<file path="config.mk">
export PLATFORM = sky130hd
export DESIGN_NAME = posit8_decode_pipe_flat
export DESIGN_NICKNAME = d
export VERILOG_FILES = /design/src/rtl/posit8_decode_if.sv /design/src/rtl/posit8_decode_pipe.sv /design/src/flat_wrapper.sv
export SDC_FILE = /design/constraint.sdc
export NUM_CORES = 1
export LEC_CHECK = 0
export CAP_MARGIN = 25
export CORE_MARGIN = 3
export CORE_UTILIZATION = 52
export DETAILED_ROUTE_END_ITERATION = 12
export PLACE_DENSITY = 0.82
export SETUP_SLACK_MARGIN = 0.4
export SLEW_MARGIN = 20
export SYNTH_ARGS = -nofsm -noshare
export SYNTH_HDL_FRONTEND = slang
export SYNTH_HIERARCHICAL = 1
export SYNTH_SLANG_ARGS = --single-unit
</file>
<file path="constraint.sdc">
create_clock -name clk -period 3 [get_ports clk]
set_input_delay 0.9 -clock clk [delete_from_list [all_inputs] [get_ports clk]]
set_output_delay 0.9 -clock clk [all_outputs]
set_load 0.005 [all_outputs]
</file>
<file path="src/rtl/posit8_decode_if.sv">
// Valid/ready handshake bundle for the posit8 decode pipeline: raw posit in, decoded word out.
interface posit8_decode_if;
  logic       in_valid;
  logic       in_ready;
  logic [7:0] in_posit;
  logic       out_valid;
  logic       out_ready;
  logic       out_sign;
  logic       out_zero;
  logic       out_nar;
  logic [8:0] out_eposit;

  modport slave (
    input  in_valid, in_posit, out_ready,
    output in_ready, out_valid, out_sign, out_zero, out_nar, out_eposit
  );

  modport master (
    output in_valid, in_posit, out_ready,
    input  in_ready, out_valid, out_sign, out_zero, out_nar, out_eposit
  );
endinterface

</file>
<file path="src/rtl/posit8_decode_pipe.sv">
// Two-stage posit8 (es=0) decode front end: sign/abs/special detect, then regime shift to eposit.
// Optional special-value counters are enabled by defining POSIT_DECODE_STATS_EN.

// Regime shifter: positive posit magnitude -> {biased exponent k+6, 5-bit fraction}.
module regimeshifter_with_exp_8bit (
  input  logic [7:0] posit,
  output logic [8:0] eposit
);
  logic [2:0] run;
  logic       done;
  logic [6:0] rest;
  logic [4:0] frac;
  logic [1:0] unused_lsb;
  logic       unused_msb;
  logic [3:0] expo;

  assign unused_msb = posit[7];

  // Length of the leading run of identical bits after the sign position.
  always_comb begin
    run  = 3'd0;
    done = 1'b0;
    for (int i = 6; i >= 0; i--) begin
      if (!done && (posit[i] == posit[6])) run = run + 3'd1;
      else done = 1'b1;
    end
  end

  assign expo = posit[6] ? (4'(run) + 4'd5) : (4'd6 - 4'(run));
  // Drop the regime and its terminator; what remains is the left-aligned fraction.
  assign rest = posit[6:0] << (4'(run) + 4'd1);
  assign {frac, unused_lsb} = rest;
  assign eposit = {expo, frac};
endmodule

module posit8_decode_pipe #(
  parameter int unsigned CNT_WIDTH = 16
) (
  input  logic                 clk,
  input  logic                 rst,
  posit8_decode_if.slave       bus
`ifdef POSIT_DECODE_STATS_EN
  ,
  output logic [CNT_WIDTH-1:0] zero_count,
  output logic [CNT_WIDTH-1:0] nar_count
`endif
);
  if (CNT_WIDTH < 1) begin : g_bad_cnt_width
    $error("CNT_WIDTH must be at least 1");
  end

  logic       v1;
  logic       sign1;
  logic       zero1;
  logic       nar1;
  logic [6:0] mag1;
  logic       e1;
  logic       e2;
  logic [7:0] neg;
  logic       in_zero;
  logic       in_nar;
  logic [8:0] shift_eposit;

  assign e2           = !bus.out_valid || bus.out_ready;
  assign e1           = !v1 || e2;
  assign bus.in_ready = e1;

  assign neg     = 8'(~bus.in_posit + 8'd1);
  assign in_zero = (bus.in_posit == 8'h00);
  assign in_nar  = (bus.in_posit == 8'h80);

  // Stage 1: sign, special flags and absolute value.
  always_ff @(posedge clk) begin
    if (rst) begin
      v1    <= 1'b0;
      sign1 <= 1'b0;
      zero1 <= 1'b0;
      nar1  <= 1'b0;
      mag1  <= 7'd0;
    end else if (e1) begin
      v1 <= bus.in_valid;
      if (bus.in_valid) begin
        sign1 <= bus.in_posit[7];
        zero1 <= in_zero;
        nar1  <= in_nar;
        // NaR negates to itself; force its magnitude to zero instead.
        if (in_nar)               mag1 <= 7'd0;
        else if (bus.in_posit[7]) mag1 <= neg[6:0];
        else                      mag1 <= bus.in_posit[6:0];
      end
    end
  end

  regimeshifter_with_exp_8bit u_shift (
    .posit  ({1'b0, mag1}),
    .eposit (shift_eposit)
  );

  // Stage 2: output register; shifter result discarded for zero and NaR.
  always_ff @(posedge clk) begin
    if (rst) begin
      bus.out_valid  <= 1'b0;
      bus.out_sign   <= 1'b0;
      bus.out_zero   <= 1'b0;
      bus.out_nar    <= 1'b0;
      bus.out_eposit <= 9'd0;
    end else if (e2) begin
      bus.out_valid <= v1;
      if (v1) begin
        bus.out_sign   <= sign1 || nar1;
        bus.out_zero   <= zero1;
        bus.out_nar    <= nar1;
        bus.out_eposit <= (zero1 || nar1) ? 9'd0 : shift_eposit;
      end
    end
  end

`ifdef POSIT_DECODE_STATS_EN
  // Saturating counts of accepted zero and NaR inputs.
  always_ff @(posedge clk) begin
    if (rst) begin
      zero_count <= '0;
      nar_count  <= '0;
    end else if (bus.in_valid && e1) begin
      if (in_zero && (zero_count != {CNT_WIDTH{1'b1}}))
        zero_count <= zero_count + CNT_WIDTH'(1);
      if (in_nar && (nar_count != {CNT_WIDTH{1'b1}}))
        nar_count <= nar_count + CNT_WIDTH'(1);
    end
  end
`endif
endmodule

</file>
<file path="src/flat_wrapper.sv">
// flat-port wrapper written by rule: the top's interface ports become plain ports
module posit8_decode_pipe_flat 
#(
  parameter int unsigned CNT_WIDTH = 16
)
  (clk, rst, bus_in_valid, bus_in_posit, bus_out_ready, bus_in_ready, bus_out_valid, bus_out_sign, bus_out_zero, bus_out_nar, bus_out_eposit);
  posit8_decode_if bus_i ();
  input  logic clk;
  input  logic rst;
  input wire logic [$bits(bus_i.in_valid)-1:0] bus_in_valid;
  input wire logic [$bits(bus_i.in_posit)-1:0] bus_in_posit;
  input wire logic [$bits(bus_i.out_ready)-1:0] bus_out_ready;
  output wire logic [$bits(bus_i.in_ready)-1:0] bus_in_ready;
  output wire logic [$bits(bus_i.out_valid)-1:0] bus_out_valid;
  output wire logic [$bits(bus_i.out_sign)-1:0] bus_out_sign;
  output wire logic [$bits(bus_i.out_zero)-1:0] bus_out_zero;
  output wire logic [$bits(bus_i.out_nar)-1:0] bus_out_nar;
  output wire logic [$bits(bus_i.out_eposit)-1:0] bus_out_eposit;
  assign bus_i.in_valid = bus_in_valid;
  assign bus_i.in_posit = bus_in_posit;
  assign bus_i.out_ready = bus_out_ready;
  assign bus_in_ready = bus_i.in_ready;
  assign bus_out_valid = bus_i.out_valid;
  assign bus_out_sign = bus_i.out_sign;
  assign bus_out_zero = bus_i.out_zero;
  assign bus_out_nar = bus_i.out_nar;
  assign bus_out_eposit = bus_i.out_eposit;
  posit8_decode_pipe #(.CNT_WIDTH(CNT_WIDTH)) u_core (.clk(clk), .rst(rst), .bus(bus_i));
endmodule
</file>
# Word-level counts from Yosys, hierarchy flattened

Index checks and enable logic that the tools add are counted.

Bits in registers: 24

$add $sub $neg: 9
Equality and inequality tests: 7
Shifts and indexed selects: 1
Mux-type cells: 15
Bitwise operators: 1
Reductions and logical operators: 18

Operator list:

| cell                                             | count |
|---|---|
| 2-to-1 mux 3 bit                                 | 5 |
| 2-to-1 mux 7 bit                                 | 2 |
| adder 3 x 1 -> 3 bit (second input constant)     | 4 |
| 2-to-1 mux 9 bit                                 | 1 |
| equality test 8 bit (second input constant)      | 1 |
| logical NOT 8 bit                                | 1 |
| adder 7 x 1 -> 7 bit (second input constant)     | 1 |
| NOT 7 bit                                        | 1 |
| left shift 7 x 4 -> 7 bit                        | 1 |
| equality test 1 bit                              | 6 |
| logical NOT 1 bit                                | 6 |
| logical AND 1 bit                                | 5 |
| 2-to-1 mux 1 bit                                 | 5 |
| adder 3 x 1 -> 4 bit (second input constant)     | 1 |
| adder 3 x 3 -> 4 bit (second input constant)     | 1 |
| logical OR 1 bit                                 | 4 |
| 2-to-1 mux 4 bit                                 | 1 |
| AND reduction 2 bit                              | 2 |
| subtractor 3 x 3 -> 4 bit (first input constant) | 1 |
| adder 2 x 1 -> 3 bit (second input constant)     | 1 |
| 2-to-1 mux 2 bit                                 | 1 |

# Logic depth before layout (Yosys ltp)

Gate-level depths: netlist of the first run.

Depth in word-level cells: 18
Depth in mapped cells: 12

# By module

Netlist of the first run, hierarchy kept.

By module, submodules not included:

| module                      | instances | cells each | area an instance (µm²) |
|---|---|---|---|
| posit8_decode_pipe          | 1         | 125        | 1011.0 |
| regimeshifter_with_exp_8bit | 1         | 64         | 500.5 |

# Least setup slack after synthesis of the first run

Ideal clock, no wire load.

Kind: register to register
Start point: register u_core.mag1[6]
End point: register u_core.bus.out_eposit[3]
Arrival: 2.514 ns
Setup slack: 0.354 ns
Cell stages (with the launch flop): 12
Period minus slack after synthesis: 2.646 ns
Path through: dfxtp_1 -> buf_6 -> or4_4 -> o32ai_4 -> a211oi_4 -> ha_1 -> buf_6 -> nor4_1 -> a211oi_1 -> a22o_1 -> nand3_1 -> a21oi_1

Word-level cells in the longest chain between the ends: 18

RTL lines:

| what                                                          | RTL line                  | RTL |
|---|---|---|
| start, declared                                               | posit8_decode_pipe.sv:56  | `logic [6:0] mag1;` |
| start signal, assigned                                        | posit8_decode_pipe.sv:88  | `else if (bus.in_posit[7]) mag1 <= neg[6:0];` |
| start signal, assigned                                        | posit8_decode_pipe.sv:89  | `else mag1 <= bus.in_posit[6:0];` |
| branches (longest 16 deep; another with adder 2 x 1 -> 3 bit) | -                         |  |
| left shift 7 x 4 -> 7 bit (*)                                 | posit8_decode_pipe.sv:31  | `assign rest = posit[6:0] << (4'(run) + 4'd1);` |
| via u_core.shift_eposit[3]                                    | posit8_decode_pipe.sv:62  | `logic [8:0] shift_eposit;` |
| 2-to-1 mux 9 bit (*)                                          | posit8_decode_pipe.sv:113 | `bus.out_eposit <= (zero1 \|\| nar1) ? 9'd0 : shift_eposit;` |
| end signal, assigned                                          | posit8_decode_pipe.sv:113 |  |
| end, declared                                                 | posit8_decode_if.sv:15    | `output in_ready, out_valid, out_sign, out_zero, out_nar, out_eposit` |

Mark *: on every way through the listed nets, which the timed path passes.
A chain may end at the register's enable or synchronous reset.

# Worst setup path in the final report of the first run

Start point: register u_core.mag1[5]
End point: register u_core.bus.out_eposit[3]

The elaborated chain is that of the path after synthesis.

==> results of run 1 <==
[cell type report]
class,count,share of cell area
clock buffer,3,0.0115
inverter,6,0.0115
multi-input combinational,147,0.507
sequential,24,0.247
timing repair buffer,41,0.188
tap,30,0.0191
clock inverter,1,0.0153
[metal layers]
| metal | GRT usage | up-vias |
|---|---|---|
| met5 | 0 | - |
| met4 | 0.0601 | 0 |
| met1 | 0.275 | 722 |
| met3 | 0.0259 | 2 |
| met2 | 0.397 | 31 |
| li1 | - | 737 |
[sequential cells by signal, summed over array words and instances (netlist names)]
signal                 count
u_core/bus.out_eposit      9
u_core/mag1                7
u_core/bus.out_nar         1
u_core/bus.out_sign        1
u_core/bus.out_valid       1
u_core/bus.out_zero        1
u_core/nar1                1
u_core/sign1               1
u_core/v1                  1
u_core/zero1               1
[how the worst max path moves through the flow]
stage | startpoint | endpoint | slack, ps | cells past startpoint
floorplan | u_core/mag1[6] | u_core/bus.out_eposit[4] | 390 | 10
global placement | bus_out_ready | bus_in_ready | 120 | 3
detailed placement | bus_out_ready | bus_in_ready | 90 | 3
CTS | u_core/mag1[5] | u_core/bus.out_eposit[4] | 410 | 11
global route | u_core/mag1[5] | u_core/bus.out_eposit[3] | 280 | 11
finish | u_core/mag1[5] | u_core/bus.out_eposit[3] | 420 | 11
[timing repair]
item	CTS	global route
endpoints found under the setup margin	5	5
endpoints found under the hold margin	0	0
pin swaps	3	11
buffers inserted	6	3
gates resized for setup	8	16
[metrics by stage]
step	total power, mW	hold slack (ps)	worst slack, ps	instance area (sq um)
2_1_floorplan	0.606	436	392	1520
3_3_place_gp	0.672	441	117	1780
4_1_cts	0.962	466	408	1890
6_report	1.02	463	425	1960
3_5_place_dp	0.686	447	91.5	1780
5_1_grt	1.07	479	284	1960
[report_power, final]
part           switching, mW  internal (mW)
Combinational          0.210          0.218
Sequential            0.0189          0.339
Clock                  0.100          0.135
[worst max-delay path, cell delays in order, from the launching register on]
cell      delay [ps]
dfxtp_4          370
or4_4            550
o32ai_4          350
a211oi_4         120
ha_4             180
xor2_2           200
inv_2            100
nand2_4           70
a211oi_2         210
a22o_1           170
nand3_1           70
a21oi_1          130
==> flow_summary.yaml, run 1 <==
outcome:
  status: "finished clean"
global_route:
  grt_first_pass_wirelength_um: 6160
  grt_pass1_vias: 1384
  track_usage: 0.221
  gr-total-overflow: 0
  grt_max_degree: 15
  antenna_found_initial: 0
yosys:
  yosys_warnings: 6
  netlist_area_sq_um: 1510
  syn-num-nets: 202
  syn_inst: 188
  avgSynthCellArea_sq_um: 8.02
critical_path:
  r2r-start: "u_core/mag1[5]"
  crit_arrival_ps: 2850
  worst-path-max-fanout: 4
  worst_setup_path_end_kind: "register"
  crit_required_ps: 3270
  worst_setup_path_start_kind: "register"
  reg2reg_depth: 11
  r2r-end: "u_core/bus.out_eposit[3]"
  worstSetupPathType: "reg -> reg"
  r2r_setup_slack_ps: 420
final_layout:
  layout.cells.non_filler: 252
  nFillCells: 187
  drive_above_1_share: 0.203
  multi_input_area_sq_um: 996
  area_delta_synth_final_pct: 30.2
  seq_area_sq_um: 485
  diodes: 0
  final_nets: 237
  layout_commonest_cell: "nand2_1"
  finish.utilization: 0.751
  final_cell_mix: "30 x nand2_1, 24 x clkdlybuf4s50_1, 22 x dfxtp_1"
sta:
  max_freq_mhz: 388
  report.final.slew_viol_count: 0
  skew_ps: 11.2
  finalHoldViolCount: 0
  setup_violations: 0
  fin_crit_ps: 2580
  setup-tns-final_ps: 0
  max_slew_margin: 0.640
  worst_pin_slew_ps: 537
  rsz0062_at_grt: "yes"
  fin_crit_sh: 0.858
cts:
  cts_hold_buf: 0
  htree_levels: 1
  cts_tree: "built"
  clk_pin_slew_ps: 140
  clk_path_buf_depth: 2
  cts_root_buffer: "clkbuf_4"
  numCtsBuffers: 3
  insertion_delay_ps: 320
  cts_num_sinks: 24
die:
  die_y_um: 59.8
  row_count: 18
  fp.dieW_um: 59.8
  start_util: 0.577
  core-area_sq_um: 2610
  ios: 26
  dieArea_sq_um: 3580
power_and_ir_drop:
  cellPowerDensity_nw_per_um2: 520
  peakVddDrop_mv: 0.439
  p_leak_nw: 0.750
detailed_routing:
  vias_per_cell: 5.92
  met3_length_um: 153
  met1_length_um: 1680
  route.top_layer_used: "met4"
  routed-wl-met2_um: 2050
  wl_per_cell_um: 15.5
  drt_wl_total_um: 3900
  vias: 1492
  firstDrtPassIters: 4
  drtIter0Drc: 86
  drc: 0
  antenna_left: 0
worst_hold_path:
  min_from: "u_core/bus.out_eposit[6]"
  hold_path_depth: 2
  hp-class: "reg -> reg"
  hold_end: "u_core/bus.out_eposit[6]"
placement:
  dp.cells: 239
  place_hpwl_um: 2690
  gp_congestion: 0.915
  portBuffers: 25
run:
  drv_cap: 0
No activity file was read; power rests on OpenSTA's default activity.
==> run 2: changes to the inputs <==
--- a/config.mk
+++ b/config.mk
@@ -9,6 +9,7 @@
 export CORE_MARGIN = 3
 export CORE_UTILIZATION = 52
 export DETAILED_ROUTE_END_ITERATION = 12
+export HOLD_SLACK_MARGIN = 0.08
 export PLACE_DENSITY = 0.82
 export SETUP_SLACK_MARGIN = 0.4
 export SLEW_MARGIN = 20
==> results of run 2 <==
Final layout, timing and power as in run 1 (identical DEF).
